**src/rtl/serial_pattern_tx.sv**
```systemverilog
`default_nettype none
// ============================================================================
//  Module      : serial_pattern_tx
//  Description : Serialiser for the pattern detector. It takes a WIDTH-bit
//                word through a valid/ready handshake and sends it MSB-first
//                on ser_bit, one bit every STROBE_DIV clocks. ser_en is a
//                one-cycle strobe per bit and connects directly to the
//                receiving shift register's enable. After each frame the
//                line stays silent for GAP_BITS bit periods.
//  Ports       : clk        - system clock, rising edge
//                reset_n    - asynchronous active-low reset
//                in_valid   - in_data holds a word to send
//                in_ready   - block can accept a word this cycle
//                in_data    - word to serialise (WIDTH bits)
//                ser_bit    - serial data, meaningful while ser_en=1
//                ser_en     - one-cycle bit strobe
//                busy       - frame or gap in progress
//                frame_done - one-cycle pulse with the last bit's ser_en
//  Revision    : 1.0 - initial release
// ============================================================================
module serial_pattern_tx #(
  parameter int WIDTH      = 8,
  parameter int STROBE_DIV = 4,
  parameter int GAP_BITS   = 2
) (
  input  logic             clk,
  input  logic             reset_n,
  input  logic             in_valid,
  output logic             in_ready,
  input  logic [WIDTH-1:0] in_data,
  output logic             ser_bit,
  output logic             ser_en,
  output logic             busy,
  output logic             frame_done
);

  localparam int DIV_W = (STROBE_DIV > 1) ? $clog2(STROBE_DIV) : 1;
  localparam int BIT_W = $clog2(WIDTH + 1);
  localparam int GAP_W = (GAP_BITS > 1) ? $clog2(GAP_BITS) : 1;

  localparam logic [DIV_W-1:0] DIV_LAST = DIV_W'(STROBE_DIV - 1);
  localparam logic [BIT_W-1:0] BIT_LAST = BIT_W'(WIDTH - 1);
  // With no gap the GAP state is unreachable; the constant just stays legal.
  localparam logic [GAP_W-1:0] GAP_LAST = (GAP_BITS > 0) ? GAP_W'(GAP_BITS - 1) : '0;
  localparam bit               HAS_GAP  = (GAP_BITS > 0);

  typedef enum logic [1:0] {
    ST_IDLE  = 2'd0,
    ST_SHIFT = 2'd1,
    ST_GAP   = 2'd2
  } state_t;

  state_t             state_q,   state_d;
  logic [WIDTH-1:0]   shreg_q,   shreg_d;
  logic [BIT_W-1:0]   bit_cnt_q, bit_cnt_d;
  logic [DIV_W-1:0]   div_cnt_q, div_cnt_d;
  logic [GAP_W-1:0]   gap_cnt_q, gap_cnt_d;
  logic               div_wrap;

  always_ff @(posedge clk or negedge reset_n) begin
    if (!reset_n) begin
      state_q   <= ST_IDLE;
      shreg_q   <= '0;
      bit_cnt_q <= '0;
      div_cnt_q <= '0;
      gap_cnt_q <= '0;
    end else begin
      state_q   <= state_d;
      shreg_q   <= shreg_d;
      bit_cnt_q <= bit_cnt_d;
      div_cnt_q <= div_cnt_d;
      gap_cnt_q <= gap_cnt_d;
    end
  end

  // The handshake outputs depend only on the state register, so they
  // follow an asynchronous reset immediately.
  assign in_ready = (state_q == ST_IDLE);
  assign busy     = (state_q != ST_IDLE);
  assign div_wrap = (div_cnt_q == DIV_LAST);

  always_comb begin
    state_d    = state_q;
    shreg_d    = shreg_q;
    bit_cnt_d  = bit_cnt_q;
    div_cnt_d  = div_cnt_q;
    gap_cnt_d  = gap_cnt_q;
    ser_bit    = 1'b0;
    ser_en     = 1'b0;
    frame_done = 1'b0;

    case (state_q)
      ST_IDLE: begin
        if (in_valid) begin
          shreg_d   = in_data;
          bit_cnt_d = '0;
          div_cnt_d = '0;
          state_d   = ST_SHIFT;
        end
      end

      ST_SHIFT: begin
        ser_bit   = shreg_q[WIDTH-1];
        div_cnt_d = div_wrap ? '0 : div_cnt_q + DIV_W'(1);
        if (div_wrap) begin
          ser_en    = 1'b1;
          shreg_d   = shreg_q << 1;
          bit_cnt_d = bit_cnt_q + BIT_W'(1);
          if (bit_cnt_q == BIT_LAST) begin
            frame_done = 1'b1;
            gap_cnt_d  = '0;
            state_d    = HAS_GAP ? ST_GAP : ST_IDLE;
          end
        end
      end

      ST_GAP: begin
        // One gap bit period elapses per div_cnt wrap.
        div_cnt_d = div_wrap ? '0 : div_cnt_q + DIV_W'(1);
        if (div_wrap) begin
          if (gap_cnt_q == GAP_LAST) begin
            gap_cnt_d = '0;
            state_d   = ST_IDLE;
          end else begin
            gap_cnt_d = gap_cnt_q + GAP_W'(1);
          end
        end
      end

      default: begin
        state_d = ST_IDLE;
      end
    endcase
  end

endmodule
`default_nettype wire
```
**config.mk**
```make
export PLATFORM = sky130hd
export DESIGN_NAME = serial_pattern_tx
export DESIGN_NICKNAME = d
export VERILOG_FILES = /design/src/rtl/serial_pattern_tx.sv
export SDC_FILE = /design/constraint.sdc
export NUM_CORES = 1
export LEC_CHECK = 0
export BUFFER_PORTS_ARGS = -buffer_cell sky130_fd_sc_hd__buf_2
export CAP_MARGIN = 20
export CORE_MARGIN = 5
export CORE_UTILIZATION = 40
export DETAILED_ROUTE_END_ITERATION = 16
export PLACE_DENSITY = 0.64
export REMOVE_ABC_BUFFERS = 1
export SLEW_MARGIN = 10
export SYNTH_ARGS = -nofsm -noshare
export SYNTH_HDL_FRONTEND = slang
export SYNTH_SLANG_ARGS = --single-unit
```
**constraint.sdc**
```tcl
create_clock -name clk -period 1.9 [get_ports clk]
set_clock_uncertainty 0.1 [all_clocks]
set_input_delay 0.095 -clock clk [delete_from_list [all_inputs] [get_ports clk]]
set_output_delay 0.095 -clock clk [all_outputs]
set_load 0.02 [all_outputs]
```
; ---- Word level (Yosys, flattened, before mapping)
; Index checks and enable logic that the tools add are counted.
[classes]
add_sub_neg = 3
eq_ne = 9
n_mux = 26
n_reduce_logical = 10
[op_table]
columns = cell, n
row1 = 8-bit 2-to-1 mux, 2
row2 = 8-bit case mux with 2 select lines, 1
row3 = 2-bit 2-to-1 mux, 7
row4 = 1-bit 2-to-1 mux, 10
row5 = 2-bit inequality test (second input constant), 5
row6 = 4-bit 2-to-1 mux, 2
row7 = 4-bit case mux with 2 select lines, 1
row8 = 2-bit nonzero test, 4
row9 = 2-bit case mux with 3 select lines, 1
row10 = 5-bit AND reduction, 1
row11 = 4-bit by 1-bit adder with 4-bit output (second input constant), 1
row12 = 2-bit equality test (second input constant), 2
row13 = 4-bit by 3-bit equality test with 1-bit output (second input constant), 1
row14 = 2-bit case mux with 2 select lines, 1
row15 = 4-bit AND reduction, 1
row16 = 3-bit AND reduction, 1
row17 = 2-bit by 1-bit adder with 2-bit output (second input constant), 1
row18 = 2-bit by 1-bit equality test with 1-bit output (second input constant), 1
row19 = 2-bit logical NOT, 1
row20 = 1-bit case mux with 2 select lines, 1
row21 = 2-bit AND reduction, 1
row22 = 2-bit OR reduction, 1
row23 = 1-bit adder (second input constant), 1
[totals]
reg_bits = 17
input_bits = 11
output_inout_bits = 5

; ---- Logic depth before layout (Yosys ltp)
[logic_depth]
word_depth = 4
ltp_mapped = 7
ltp_nobuf = 5

; ---- Worst setup path after synthesis
; Ideal clock, no wire load.
[synth_timing]
path_type = reg2reg
start = reg state_q[0]
end = reg bit_cnt_q[3]
arrival_ns = 1.574
slack_ns = 0.127
path_stages_with_launch = 7
cell_sequence = dfrtp_1 -> inv_1 -> ha_1 -> mux2i_1 -> or2_1 -> buf_6 -> o311ai_4
[synth_via]
elab_chain_cells = 3
word_cells_on_any_way = 7
[synth_lines]
columns = item, line
row1 = "start, declared", 53  ; state_t state_q, state_d;
row2 = "start signal, assigned", 68  ; state_q <= state_d;
row3 = 2-bit logical NOT (*), -
row4 = via in_ready, 29  ; output logic in_ready,
row5 = 2-bit inequality test (no source line) or 2-bit nonzero test (tied branches), -
row6 = 3-bit AND reduction (no source line), -
row7 = "end signal, assigned", 70  ; bit_cnt_q <= bit_cnt_d;
row8 = "end, declared", 55  ; logic [BIT_W-1:0] bit_cnt_q, bit_cnt_d;
; The timed path passes the listed nets; every way through them passes the cells marked *.
; A chain may end at the register's enable or synchronous reset.

; ---- Final worst setup path
[layout_timing]
start = reg state_q[1]
end = reg state_q[0]
[layout_via]
elab_chain_cells = 3
word_cells_on_any_way = 10
[layout_lines]
columns = item, line
row1 = 2-bit equality test (tied with other cells), 92  ; case (state_q)
row2 = 2-bit inequality test (no source line), -
row3 = 5-bit AND reduction (no source line), -
; Several ways; a longest one is shown, not always the timed one.

==> key figures <==
Outcome
  – Status: finished clean

Floorplan
  – Die Height: between 60 and 70 µm
  – # IOs: 16
  – Die X: approximately 61 µm
  – Num rows: 18
  – Core outline area: between 2000 and 2500 µm²
  – Die ar.: 3710 µm²
  – Starting density of the core: 41.8%

Min path
  – HP Class: in2reg
  – Hold Path End: shreg_q[2]
  – WHS Path Cells: 3
  – Hold path start: in_data[2]

Logic synthesis
  – Sequential fraction of the synthesis area: between 40 and 50%
  – Mapped Cells: 98
  – Syn avg cell area: ~11 µm²
  – Yosys reg bits: 17
  – Top post-synthesis cells by area: dfrtp_1 (41%), mux2i_1 (9.7%), o21ai_0 (8.7%)
  – Top-area cell type share of the netlist area: around two fifths
  – Syn. warnings: 0
  – Distinct cells, synth: 34
  – Mapped Area: just over 1000 µm²
  – Area leader, netlist: dfrtp_1

Placement
  – Post-Place Cells: 141
  – DP Wirelength: approximately 1.4 mm
  – GP Congestion: around 0.78
  – Area post-placement: about 1100 µm²
  – IO buf count: 15
  – Pre-CTS setup slack: approximately 0.14 ns

Flow run
  – Max cap viols: 0

CTS
  – Htree depth: 1
  – TritonCTS Buffers: 3
  – CTS tree: built
  – Clock transition at path regs: 0.09 ns
  – Worst-Skew Late Latency: about 0.29 ns
  – # Post-CTS Setup Buffers: 0
  – Max Root-Sink Buffers: 2
  – Clock sinks: 17
  – Root Driver: clkbuf_4

Critical path
  – Critical-path cell list: inv_1, ha_1, and2b_1, a2111oi_2, mux2i_1
  – Reg2reg end: state_q[0]
  – CP Capture Type: flop
  – Slowest CP cell: a2111oi_2
  – Crit path DAT: about 1.9 ns
  – FF-to-FF Start: state_q[1]
  – R2r setup slk: 0.13 ns
  – Crit-path max FO: 6
  – R2R depth: 5
  – Crit start category: flop
  – Crit path required time: between 2 and 2.5 ns
  – WS Path Type: reg2reg
  – Max incr delay on CP: 0.40 ns

Cells and area
  – Share of post-route cells with drive strength above 1: between 20% and 30%
  – N_diodes: 0
  – Filler instances: approximately 260
  – Final Instance Area: between 1000 and 1500 µm²
  – Fin cells: 150
  – Layout net count: roughly 140
  – Area delta synth->final: 17.8%
  – Post-layout util: between 40% and 50%

STA
  – Final count of hold timing violations: 0
  – Fin crit period: approximately 1.8 ns
  – Slew Limit Fails: 0
  – Final setup viols: 0
  – Fmax: 566 MHz
  – Final setup margin: between 0.1 and 0.15 ns
  – Unrepaired setup endpoints after global routing: yes
  – Worst Tran Pin Value: roughly 0.40 ns
  – Fin crit share: just over 90%
  – Slew HR: roughly three quarters
  – Fin Setup TNS: 0 ns
  – WHS: about 0.0096 ns

Pwr
  – Pleak: around 0.56 nW
  – Final Power: 0.581 mW
  – Max VDD drop: a little over 400 µV
  – Pwr Density: between 400 and 500 nW/µm²

Route
  – Drt drc: 0
  – Final WL: about 2.0 mm
  – Initial drt markers: 20
  – DRT antenna net count: 0
  – Vias post-DR: slightly below 800
  – Routed len/inst: 13.3 µm
  – TritonRoute pass-1 iters: 4
  – Vias per inst: 5.29

Global route
  – Initial antenna violation count: 0
  – GRT met3 Usage: ~4.5%
  – Pin count of the biggest net entering global routing: 18
  – Tot GR Track Use: 12.7%
  – Global route hottest layer: met2
  – Vias in the first global route: approximately 770
  – Global-route wire length before repair: between 3 and 4 mm
  – GRT overflow: 0
  – Met2 GRT Util: between 10% and 20%
  – M1 GR Usage: ~17%
==> layer usage <==
metal	vias to the layer above	routed length, µm
met1	383	918
met5	-	0
li1	401	-
met3	2	54
met4	0	13
met2	8	1010
==> flip-flops by register name, indices dropped and copies added, names as in the netlist <==
signal,flops
shreg_q,8
bit_cnt_q,4
gap_cnt_q,1
div_cnt_q,2
state_q,2
==> Yosys cell counts <==
cell and count:
nor2b_1 1, nor4_1 1, o22ai_1 1, nand3b_4 1
o21ai_0 18, mux2i_1 10, a22o_1 2, and2_1 1
buf_4 1, a32o_1 2, a21o_1 1, nand3b_1 2
clkbuf_1 1, nand3_1 2, a211oi_1 1, nor2_1 2
nor3b_1 1, o211ai_1 1, buf_2 2, nand2_1 3
and4b_1 1, buf_6 2, ha_1 6, or2b_1 1
or2_1 1, or4_1 1, inv_1 5, o311ai_4 1
nand2b_1 3, a2111oi_2 1, and2b_1 2, dfrtp_1 17
a21oi_1 2, o21ba_2 1
==> how the worst max path moves through the flow <==
| stage | endpoint | from | depth (start not counted) | slack [ns] |
|---|---|---|---|---|
| 6_report | state_q[0] | state_q[1] | 5 | 0.13 |
| 5_1_grt | state_q[0] | state_q[1] | 5 | -0.0004 |
| 4_1_cts | ser_bit | state_q[1] | 5 | 0.03 |
| 3_5_place_dp | bit_cnt_q[3] | state_q[1] | 5 | 0.14 |
| 3_3_place_gp | bit_cnt_q[3] | state_q[1] | 5 | 0.14 |
| 2_1_floorplan | bit_cnt_q[3] | state_q[1] | 5 | -0.41 |
==> where the power goes <==
group	internal [mW]	switching, mW	total (mW)	leakage, nW
clock	0.0816	0.108	0.190	0.0150
combinational	0.0167	0.0128	0.0295	0.322
sequential	0.361	0	0.361	0.223
total	0.460	0.121	0.581	0.560
==> logic make-up after synthesis <==
group / after synthesis / synth area share, %
muxes: 10 / 9.66
buffers and inverters: 11 / 6.04
DFF: 17 / 41.1
AOI/OAI and AO/OA: 31 / 21.0
and+or+nand+nor: 23 / 15.0
adders and majority gates: 6 / 7.25
==> repair_timing <==
action,in CTS,in global routing
setup endpoints to repair,0,5
hold buffers,4,1
endpoints found under the hold margin,20,1
resized for setup,0,3
==> critical path, delay by kind of cell (launching register included) <==
family | cells | cell delay (ns)
flops | 1 | 0.38
fa+ha+maj | 1 | 0.25
compound gates | 1 | 0.40
mux | 1 | 0.24
simple gates | 1 | 0.23
buf+inv | 1 | 0.09
==> placed cells by master (no fill, tap or decap), types with 2 or more instances in the layout <==
cell / Yosys / final
nand2_1: 3 / 3
nor2_1: 2 / 2
and2b_1: 2 / 2
mux2i_1: 10 / 10
dlygate4sd3_1: 0 / 5
o21ai_0: 18 / 18
a21oi_1: 2 / 2
nand2b_1: 3 / 3
inv_1: 5 / 5
nand3_1: 2 / 2
a22o_1: 2 / 2
ha_1: 6 / 5
buf_4: 1 / 3
a32o_1: 2 / 2
dfrtp_1: 17 / 17
nand3b_1: 2 / 2
clkbuf_4: 0 / 3
buf_2: 2 / 15
==> cell type report <==
| class | count | area [µm²] | share of cell area, % |
|---|---|---|---|
| clock buffers | 4 | 26.3 | 2.15 |
| multi-input cells | 70 | 553 | 45.3 |
| flip-flops and latches | 17 | 425 | 34.9 |
| inverters | 5 | 18.8 | 1.54 |
| repair buffers | 24 | 159 | 13.0 |
| well taps | 30 | 37.5 | 3.08 |
Power figures use the tool's default switching activity.
